<file path="src/rtl/kv_slot_pkg.sv">
`default_nettype none
// ============================================================================
// Module      : kv_slot_pkg
// Description : Shared types for the key/value slot store front-end.
//               op_e     - request opcode (GET/SET/DEL/RSVD)
//               status_e - response status (OK/MISS/FULL/ERR)
//               state_e  - write controller FSM states
// Revision    : 1.0 - initial release
// ============================================================================
package kv_slot_pkg;

  typedef enum logic [1:0] {
    OP_GET  = 2'd0,
    OP_SET  = 2'd1,
    OP_DEL  = 2'd2,
    OP_RSVD = 2'd3
  } op_e;

  typedef enum logic [1:0] {
    ST_OK   = 2'd0,
    ST_MISS = 2'd1,
    ST_FULL = 2'd2,
    ST_ERR  = 2'd3
  } status_e;

  typedef enum logic [1:0] {
    S_IDLE   = 2'd0,
    S_LOOKUP = 2'd1,
    S_WRITE  = 2'd2,
    S_RESP   = 2'd3
  } state_e;

endpackage : kv_slot_pkg
`default_nettype wire

</file>
<file path="src/rtl/kv_first_free_enc.sv">
`default_nettype none
// ============================================================================
// Module      : kv_first_free_enc
// Description : Combinational lowest-index priority encoder.
// Ports       : i_req   [N-1:0]     candidate bits (1 = eligible)
//               o_idx   [IDX_W-1:0] index of lowest set bit (0 when none)
//               o_found             at least one bit of i_req is set
// Revision    : 1.0 - initial release
// ============================================================================
module kv_first_free_enc #(
  parameter int N     = 8,
  parameter int IDX_W = $clog2(N)
) (
  input  logic [N-1:0]     i_req,
  output logic [IDX_W-1:0] o_idx,
  output logic             o_found
);

  // Scan from the top down so the lowest set bit is the last one written.
  always_comb begin
    o_idx   = '0;
    o_found = 1'b0;
    for (int i = N - 1; i >= 0; i--) begin
      if (i_req[i]) begin
        o_idx   = IDX_W'(i);
        o_found = 1'b1;
      end
    end
  end

endmodule : kv_first_free_enc
`default_nettype wire

</file>
<file path="src/rtl/kv_slot_write_controller.sv">
`default_nettype none
// ============================================================================
// Module      : kv_slot_write_controller
// Description : Request front-end for the key/value slot store. Accepts
//               SET/GET/DEL over valid/ready, looks up the slot, drives
//               one-hot write strobes into the external key/value register
//               arrays and answers with a status. Owns the slot valid bitmap
//               and the occupancy count; the arrays hold raw bits only.
// Ports       : clk, rst_n                 clock, async active-low reset
//               req_valid/req_ready        request handshake
//               req_op/req_key/req_value   request payload
//               resp_valid/resp_ready      response handshake
//               resp_status/resp_value     response payload
//               slot_key_q/slot_val_q      packed array read data
//               slot_we                    one-hot array write strobe
//               slot_key_d/slot_val_d      shared array write data
//               occupancy                  number of valid slots
// Revision    : 1.0 - initial release
// ============================================================================
module kv_slot_write_controller
  import kv_slot_pkg::*;
#(
  parameter int NUM_SLOTS = 8,
  parameter int KEY_W     = 16,
  parameter int VAL_W     = 32
) (
  input  logic                           clk,
  input  logic                           rst_n,
  input  logic                           req_valid,
  output logic                           req_ready,
  input  logic [1:0]                     req_op,
  input  logic [KEY_W-1:0]               req_key,
  input  logic [VAL_W-1:0]               req_value,
  output logic                           resp_valid,
  input  logic                           resp_ready,
  output logic [1:0]                     resp_status,
  output logic [VAL_W-1:0]               resp_value,
  input  logic [NUM_SLOTS*KEY_W-1:0]     slot_key_q,
  input  logic [NUM_SLOTS*VAL_W-1:0]     slot_val_q,
  output logic [NUM_SLOTS-1:0]           slot_we,
  output logic [KEY_W-1:0]               slot_key_d,
  output logic [VAL_W-1:0]               slot_val_d,
  output logic [$clog2(NUM_SLOTS):0]     occupancy
);

  localparam int c_IDX_W = $clog2(NUM_SLOTS);
  localparam int c_OCC_W = c_IDX_W + 1;

  // --------------------------------------------------------------------------
  // Registers
  // --------------------------------------------------------------------------
  state_e                 r_state;
  op_e                    r_op;
  logic [KEY_W-1:0]       r_key;
  logic [VAL_W-1:0]       r_value;
  logic [NUM_SLOTS-1:0]   r_valid;
  logic [c_OCC_W-1:0]     r_occ;
  logic [NUM_SLOTS-1:0]   r_slot_we;
  logic [KEY_W-1:0]       r_key_d;
  logic [VAL_W-1:0]       r_val_d;
  status_e                r_resp_status;
  logic [VAL_W-1:0]       r_resp_value;

  // --------------------------------------------------------------------------
  // Lookup: key compare against every valid slot, lowest hit wins
  // --------------------------------------------------------------------------
  logic [NUM_SLOTS-1:0]   w_hit_vec;
  logic                   w_hit;
  logic [c_IDX_W-1:0]     w_hit_idx;
  logic [VAL_W-1:0]       w_hit_val;
  logic [c_IDX_W-1:0]     w_free_idx;
  logic                   w_free_found;

  for (genvar gi = 0; gi < NUM_SLOTS; gi++) begin : g_cmp
    assign w_hit_vec[gi] = r_valid[gi] && (slot_key_q[gi*KEY_W +: KEY_W] == r_key);
  end

  always_comb begin
    w_hit     = 1'b0;
    w_hit_idx = '0;
    for (int i = NUM_SLOTS - 1; i >= 0; i--) begin
      if (w_hit_vec[i]) begin
        w_hit     = 1'b1;
        w_hit_idx = c_IDX_W'(i);
      end
    end
  end

  assign w_hit_val = slot_val_q[w_hit_idx*VAL_W +: VAL_W];

  kv_first_free_enc #(
    .N     (NUM_SLOTS),
    .IDX_W (c_IDX_W)
  ) u_free_enc (
    .i_req   (~r_valid),
    .o_idx   (w_free_idx),
    .o_found (w_free_found)
  );

  // --------------------------------------------------------------------------
  // FSM: state register
  // --------------------------------------------------------------------------
  state_e                 w_state_nxt;
  logic                   w_do_write;
  logic [c_IDX_W-1:0]     w_widx;
  logic                   w_alloc;
  logic                   w_release;
  status_e                w_status;
  logic [VAL_W-1:0]       w_value;

  always_ff @(posedge clk or negedge rst_n) begin
    if (!rst_n) begin
      r_state <= S_IDLE;
    end else begin
      r_state <= w_state_nxt;
    end
  end

  // --------------------------------------------------------------------------
  // FSM: next state and lookup decision
  // --------------------------------------------------------------------------
  always_comb begin
    w_state_nxt = r_state;
    w_do_write  = 1'b0;
    w_widx      = w_hit_idx;
    w_alloc     = 1'b0;
    w_release   = 1'b0;
    w_status    = ST_OK;
    w_value     = '0;
    case (r_state)
      S_IDLE: begin
        if (req_valid) begin
          w_state_nxt = S_LOOKUP;
        end
      end
      S_LOOKUP: begin
        w_state_nxt = S_RESP;
        case (r_op)
          OP_GET: begin
            if (w_hit) begin
              w_value = w_hit_val;
            end else begin
              w_status = ST_MISS;
            end
          end
          OP_SET: begin
            // Hit is checked first so a key can never occupy two slots.
            if (w_hit) begin
              w_do_write  = 1'b1;
              w_state_nxt = S_WRITE;
            end else if (w_free_found) begin
              w_do_write  = 1'b1;
              w_widx      = w_free_idx;
              w_alloc     = 1'b1;
              w_state_nxt = S_WRITE;
            end else begin
              w_status = ST_FULL;
            end
          end
          OP_DEL: begin
            // Deletion only drops the valid bit; array contents go stale.
            if (w_hit) begin
              w_release = 1'b1;
            end else begin
              w_status = ST_MISS;
            end
          end
          default: begin
            w_status = ST_ERR;
          end
        endcase
      end
      S_WRITE: begin
        w_state_nxt = S_RESP;
      end
      S_RESP: begin
        if (resp_ready) begin
          w_state_nxt = S_IDLE;
        end
      end
      default: begin
        w_state_nxt = S_IDLE;
      end
    endcase
  end

  // --------------------------------------------------------------------------
  // Datapath registers
  // --------------------------------------------------------------------------
  always_ff @(posedge clk or negedge rst_n) begin
    if (!rst_n) begin
      r_op          <= OP_GET;
      r_key         <= '0;
      r_value       <= '0;
      r_valid       <= '0;
      r_occ         <= '0;
      r_slot_we     <= '0;
      r_key_d       <= '0;
      r_val_d       <= '0;
      r_resp_status <= ST_OK;
      r_resp_value  <= '0;
    end else begin
      if ((r_state == S_IDLE) && req_valid) begin
        r_op    <= op_e'(req_op);
        r_key   <= req_key;
        r_value <= req_value;
      end

      // Strobe is high for exactly the WRITE cycle so the arrays see one
      // falling edge with it asserted; write data stays put afterwards.
      r_slot_we <= '0;
      if (w_do_write) begin
        r_slot_we <= NUM_SLOTS'(1) << w_widx;
        r_key_d   <= r_key;
        r_val_d   <= r_value;
      end

      if (w_alloc) begin
        r_valid[w_widx] <= 1'b1;
        r_occ           <= r_occ + c_OCC_W'(1);
      end
      if (w_release) begin
        r_valid[w_hit_idx] <= 1'b0;
        r_occ              <= r_occ - c_OCC_W'(1);
      end

      if ((r_state == S_LOOKUP) && !w_do_write) begin
        r_resp_status <= w_status;
        r_resp_value  <= w_value;
      end else if (r_state == S_WRITE) begin
        r_resp_status <= ST_OK;
        r_resp_value  <= '0;
      end
    end
  end

  // --------------------------------------------------------------------------
  // Outputs
  // --------------------------------------------------------------------------
  assign req_ready   = (r_state == S_IDLE);
  assign resp_valid  = (r_state == S_RESP);
  assign resp_status = r_resp_status;
  assign resp_value  = r_resp_value;
  assign slot_we     = r_slot_we;
  assign slot_key_d  = r_key_d;
  assign slot_val_d  = r_val_d;
  assign occupancy   = r_occ;

endmodule : kv_slot_write_controller
`default_nettype wire

</file>
<file path="config.mk">
export PLATFORM = sky130hd
export DESIGN_NAME = kv_slot_write_controller
export DESIGN_NICKNAME = d
export VERILOG_FILES = /design/src/rtl/kv_slot_pkg.sv /design/src/rtl/kv_first_free_enc.sv /design/src/rtl/kv_slot_write_controller.sv
export SDC_FILE = /design/constraint.sdc
export NUM_CORES = 1
export LEC_CHECK = 0
export CORE_AREA = 4 4 205 207
export CTS_BUF_LIST = sky130_fd_sc_hd__clkbuf_4 sky130_fd_sc_hd__clkbuf_8
export DETAILED_ROUTE_END_ITERATION = 16
export DIE_AREA = 0 0 209 211
export GPL_TIMING_DRIVEN = 0
export PLACE_DENSITY_LB_ADDON = 0.25
export SYNTH_ARGS = -nofsm -noshare
export SYNTH_HDL_FRONTEND = slang
export SYNTH_SLANG_ARGS = --single-unit
</file>
<file path="constraint.sdc">
create_clock -name clk -period 3.55 [get_ports clk]
set_input_delay 0.355 -clock clk [delete_from_list [all_inputs] [get_ports clk]]
set_output_delay 0.355 -clock clk [all_outputs]
set_load 0.05 [all_outputs]
</file>
Word level (Yosys, flattened, before mapping)
Index checks and enable logic that the tools add are counted.
{ "word_totals": {"regBits": 154, "inputBits": 438, "output_inout_bits": 96} }
{ "classes": {"muxes": 73, "reduce_logical": 19, "n_shift": 2, "eq_ne": 15, "n_bitwise": 4, "n_addsub": 2, "n_lt_le_gt_ge": 4} }
{ "op_table": {"columns": ["operator", "count"], "rows": [
  ["variable part select 256 x 9 -> 32 bit", 1],
  ["two-way mux 32 bit", 5],
  ["== test 16 bit", 8],
  ["two-way mux 3 bit", 20],
  ["two-way mux 1 bit", 32],
  ["two-way mux 8 bit", 3],
  ["inverter 8 bit", 2],
  ["two-way mux 2 bit", 7],
  ["logical AND 1 bit", 12],
  ["bitwise AND 8 bit", 1],
  ["less-than comparator 3 x 4 -> 1 bit (second input constant)", 2],
  ["two-way mux 4 bit", 2],
  ["bitwise OR 8 bit", 1],
  ["one-hot mux 2 bit (4 select lines)", 1],
  ["left shift 1 x 3 -> 8 bit (first input constant)", 1],
  ["demux 1 bit (select 3 bit)", 2],
  ["== test 2 bit (second input constant)", 3],
  ["greater-or-equal comparator 3 x 1 -> 1 bit (second input constant)", 2],
  ["adder 4 x 1 -> 4 bit (second input constant)", 1],
  ["== test 2 x 1 -> 1 bit (second input constant)", 2],
  ["zero test 2 bit", 2],
  ["one-hot mux 2 bit (2 select lines)", 1],
  ["nonzero test 2 bit", 2],
  ["subtractor 4 x 1 -> 4 bit (second input constant)", 1],
  ["other kinds (5)", 5]
]} }

Depth between registers and ports, before layout
{ "logic_depth": {"word_depth": 22, "ltp_mapped": 15, "ltp_nobuf": 13} }

Cells and area by module
A second synthesis with hierarchy kept.
{ "unflattened": {"hier_cells": 969, "hier_area_um2": 9670.5} }
{ "by_module_without_submodules": {"columns": ["mod", "area_each_um2", "seq_area_each_um2", "instances", "cells_per_inst"], "rows": [
  ["kv_slot_write_controller", 9590.4, 3853.7, 1, 956],
  ["kv_first_free_enc", 80.1, 0.0, 1, 13]
]} }

Least setup slack after synthesis
No wires, ideal clock.
{ "synth_timing": {"path_kind": "flip-flop to flip-flop", "startpoint": "reg r_key[0]", "endpoint": "reg r_occ[3], in the netlist occupancy[3]", "n_path_buf": 1, "synth_period_minus_slack_ns": 3.206, "setup_time_ns": 0.143, "path_stages_with_launch": 14, "t_required_ns": 3.407, "setup_slack_ns": 0.344, "t_arrival_ns": 3.063, "cell_sequence": "dfrtp_1 > buf_2 > xor2_1 > or4_1 > or4_4 > o22a_1 > nand4_4 > nand3_1 > inv_1 > ha_1 > a21o_1 > a21oi_1 > o21ai_0 > xor2_1"} }
{ "synth_between": {"elab_chain_cells": 14, "elab_cells_between_ends": 32} }
{ "synth_lines": {"columns": ["item", "line_no", "text"], "rows": [
  ["from (decl)", "kv_slot_write_controller.sv:54", "logic [KEY_W-1:0] r_key;"],
  ["from (signal assigned)", "kv_slot_write_controller.sv:205", "r_key <= req_key;"],
  ["== test 16 bit", "kv_slot_write_controller.sv:75", "assign w_hit_vec[gi] = r_valid[gi] && (slot_key_q[gi*KEY_W +: KEY_W] == r_key);"],
  ["logical AND 1 bit", "kv_slot_write_controller.sv:75", null],
  ["two-way mux 1 bit (7 in series)", "kv_slot_write_controller.sv:82", "if (w_hit_vec[i]) begin"],
  ["two-way mux 1 bit (*)", "kv_slot_write_controller.sv:82", null],
  ["two-way mux 1 bit, on equally long branches", "kv_slot_write_controller.sv:162, kv_slot_write_controller.sv:148", null],
  ["two-way mux 1 bit", "kv_slot_write_controller.sv:138", "case (r_op)"],
  ["two-way mux 1 bit", "kv_slot_write_controller.sv:130", "case (r_state)"],
  ["two-way mux 4 bit or nonzero test 2 bit (tied branches)", null, null],
  ["to (signal assigned)", "kv_slot_write_controller.sv:220", "r_occ <= r_occ + c_OCC_W'(1);"],
  ["to (signal assigned)", "kv_slot_write_controller.sv:224", "r_occ <= r_occ - c_OCC_W'(1);"],
  ["to (decl)", "kv_slot_write_controller.sv:57", "logic [c_OCC_W-1:0] r_occ;"]
]} }
Mark *: on every way between the ends. The rest lies on a longest branch, timed or not.
A chain may end at the register's enable or synchronous reset.

Worst setup path in the final report
{ "layout_timing": {"startpoint": "reg r_key[14]", "endpoint": "reg r_resp_value[7], in the netlist resp_value[7]"} }
{ "layout_between": {"elab_chain_cells": 16, "elab_cells_between_ends": 43} }
{ "layout_lines": {"columns": ["item", "line_no", "text"], "rows": [
  ["parallel branches: the longest is 16 deep, another holds variable part select 256 x 9 -> 32 bit", null, null],
  ["to (signal assigned)", "kv_slot_write_controller.sv:229", "r_resp_value <= w_value;"],
  ["to (decl)", "kv_slot_write_controller.sv:62", "logic [VAL_W-1:0] r_resp_value;"]
]} }
Several ways; the timed one is not identified.

==> impl_metrics.toml <==
[grt]
grt_max_degree = 95
grt_pass1_vias = 11000
grt_pass1_wl_mm = 70.1
groute.usage.overall_pct = 21.1
antenna_found_initial = 9
grt_overflow = 0

[sta]
final.setup.worst_slack_ns = 0.0947
fin_worst_skew_ns = 0.0172
min_period_ns = 3.46
relSlewSlack_pct = 47.8
finalCritPeriodShare_pct = 97.3
holdWs_ns = 0.401
hold_viol = 0
slew_violations = 0
setup_tns_ns = 0
clock.fmax_ghz = 0.289
worst_pin_slew_ns = 0.783
final-setup-viol-count = 0

[synth]
yosysWarnings = 0
ys_seq_elements = 154
avgSynthCellArea_sq_um = 9.45
yosysUniqueCellTypes = 60
synth_edf_count = 0
ys_async_sr_fraction_pct = 100
syn_inst = 1028
synth_top_flop_cell = "dfrtp_1"
ys_seq_area_share_pct = 39.7
synth_nets = 1473
synth_area_sq_um = 9710

[setup_path]
crit_path_end = "resp_value[7]"
required_ns = 3.94
critPathKind = "reg -> reg"
cp_max_fo = 10
r2r-end = "resp_value[7]"
arrival_ns = 3.84
r2r-start = "r_key[14]"
cp-end-kind = "flop"
crit_start = "r_key[14]"
rrSetupSlack_ns = 0.09
r2r_cells = 10
startpoint_type = "flop"

[outcome]
outcome = "finished clean"

[detailed_routing]
final_antenna_net_count = 0
drc_errors = 0
viasPerCell = 4.89
drt-initial-drc-count = 714
firstDrtPassIters = 5
routed_wl_mm = 48.8
vias = 10500
drt-wirelength-per-cell_microns = 22.8

[floorplan]
core_region_area_sq_um = 40400
start_util_pct = 24.1
dieArea_sq_um = 44100
io_pins = 534
num_rows = 74
chipWidth_microns = 209
die_h_microns = 211

[cells_and_area]
stdcell_area_sq_um = 16400
synthToLayoutAreaGrowth_pct = 68.8
drive_gt1_share_pct = 14.0
final_nets = 2033

[cts]
cts_tree = "yes"
path_clk_slew_ns = 0.09
cts_buffers = 17
worst_skew_pair.late_latency_ns = 0.47
clockBufferDepth = 2
htree_levels = 4
clock_sinks = 154
cts_root_buffer = "clkbuf_8"

[pwr]
ir_drop_v = 0.000545
p_leak_nw = 6.25
p_per_area_nw_per_um2 = 597

[placed_design]
post-place-ws_ns = -0.496
dpl.hpwl_mm = 39.0
place_area_sq_um = 15700
gp_congestion = 0.929
portBuffers = 533

[hold_path]
hp-class = "in -> async"

[flow_run]
cap_viol_max_count = 0
## power breakdown
part | internal (mW) | switching (mW)
logic | 2.39 | 3.28
clock network | 0.649 | 0.779
registers | 2.38 | 0.323
## worst max-delay path, cell delays in order (launching register included)
cell and delay, ns:
dfrtp_1 0.33, buf_2 0.42, xor2_1 0.19, nor4_1 0.32
nand4_1 0.28, o22ai_2 0.38, clkbuf_1 0.50, nor3_1 0.10
o21ai_0 0.49, o2111ai_1 0.21, o211ai_1 0.15
## area by class of cell
class	count	area (sq um)
Inverter	9	36.3
Clock inverter	14	161
Sequential cell	154	3850
Tap cell	532	666
Fill cell	4076	24000
Timing Repair Buffer	543	5460
Buffer	63	348
Clock buffer	18	241
Antenna cell	5	12.5
Multi-Input combinational cell	800	5610
## worst min-delay path by stage
stage | from | to | slack [ns] | cells after the start
after floorplan | rst_n | occupancy[0] | 0.06 | 0
after global placement | occupancy[3] | occupancy[3] | 0.46 | 1
after detailed placement | rst_n | r_value[10] | 0.33 | 1
after CTS | rst_n | occupancy[0] | 0.37 | 2
after global routing | rst_n | r_value[10] | 0.41 | 2
final | rst_n | r_value[10] | 0.40 | 2
## state kept, by name (all words and copies together), names as in the netlist
signal and flops:
r_state 2, slot_val_d 32, occupancy 4, slot_we 8
resp_value 32, r_value 32, slot_key_d 16, r_key 16
r_valid 8, r_op 2, resp_status 2
## per-layer routing
layer  track usage [%]  wire (microns)  vias to the layer above
met5                 0              22                        -
met4              8.84            2010                        4
met3              6.13            3760                       99
met2              35.2           23500                      476
met1              25.5           19500                     5051
li1                  -               -                     4829
## logic make-up (layout without fill, tap and decap cells)
group / Yosys count / in the layout / share of synthesized area (%)
muxes: 99 / 99 / 11.5
xor gates and xnor gates: 131 / 131 / 11.8
buffers and inverters: 74 / 647 / 3.79
AOI/OAI and AO/OA: 215 / 215 / 14.3
DFF: 154 / 154 / 39.7
and+or+nand+nor: 348 / 348 / 18.0
other: 0 / 5 / 0
adders and majority gates: 7 / 7 / 0.979
## timing repair
| item | CTS | global route |
|---|---|---|
| pin swaps | 2 | 3 |
| gates resized for setup | 21 | 17 |
| hold endpoints to repair | 60 | 0 |
| cloned | 0 | 0 |
| hold buffers | 1 | 0 |
| setup buffers | 4 | 4 |
| endpoints found under the setup margin | 87 | 72 |
## placed cells by master, fill, tap and decap left out, drive strengths merged, types with 5 or more instances in the layout
cell             n
nor3            40
and4             7
clkbuf          33
nand3           17
o2111ai         11
dfrtp          154
or2             17
diode            5
clkdlybuf4s50  532
nand2b           6
nor4            10
nand2           33
mux2            99
nand4           31
buf             58
or4              9
xor2            42
a21oi           20
o21ai           73
a22oi           22
o211ai          10
o22ai           48
ha               6
nand4b           5
nor3b            7
xnor2           89
o22a            14
inv             14
nor2           153
## stage by stage
step / utilization, % / instances / total power [mW]
after floorplan: - / 1028 / 6.21
after global placement: 38.9 / 2093 / 8.27
after detailed placement: 39.0 / 2094 / 8.33
after CTS: 40.3 / 2130 / 9.88
after global routing: 40.6 / 2138 / 10.4
final: 40.6 / 2138 / 9.79
## cells in the mapped netlist (19+ instances only)
cell     instances  area share, %
dfrtp_1        154             40
nor2_1         152            5.9
xnor2_1         89            8.0
mux2_2          88             10
o21ai_0         58            3.0
o22ai_1         46            3.0
xor2_1          42            3.8
nor3_1          40            2.1
buf_2           33            1.7
nand2_1         33            1.3
nand4_1         29            1.9
a22oi_1         22            1.7
a21oi_1         19           0.98
(Power assumes the default switching activity.)
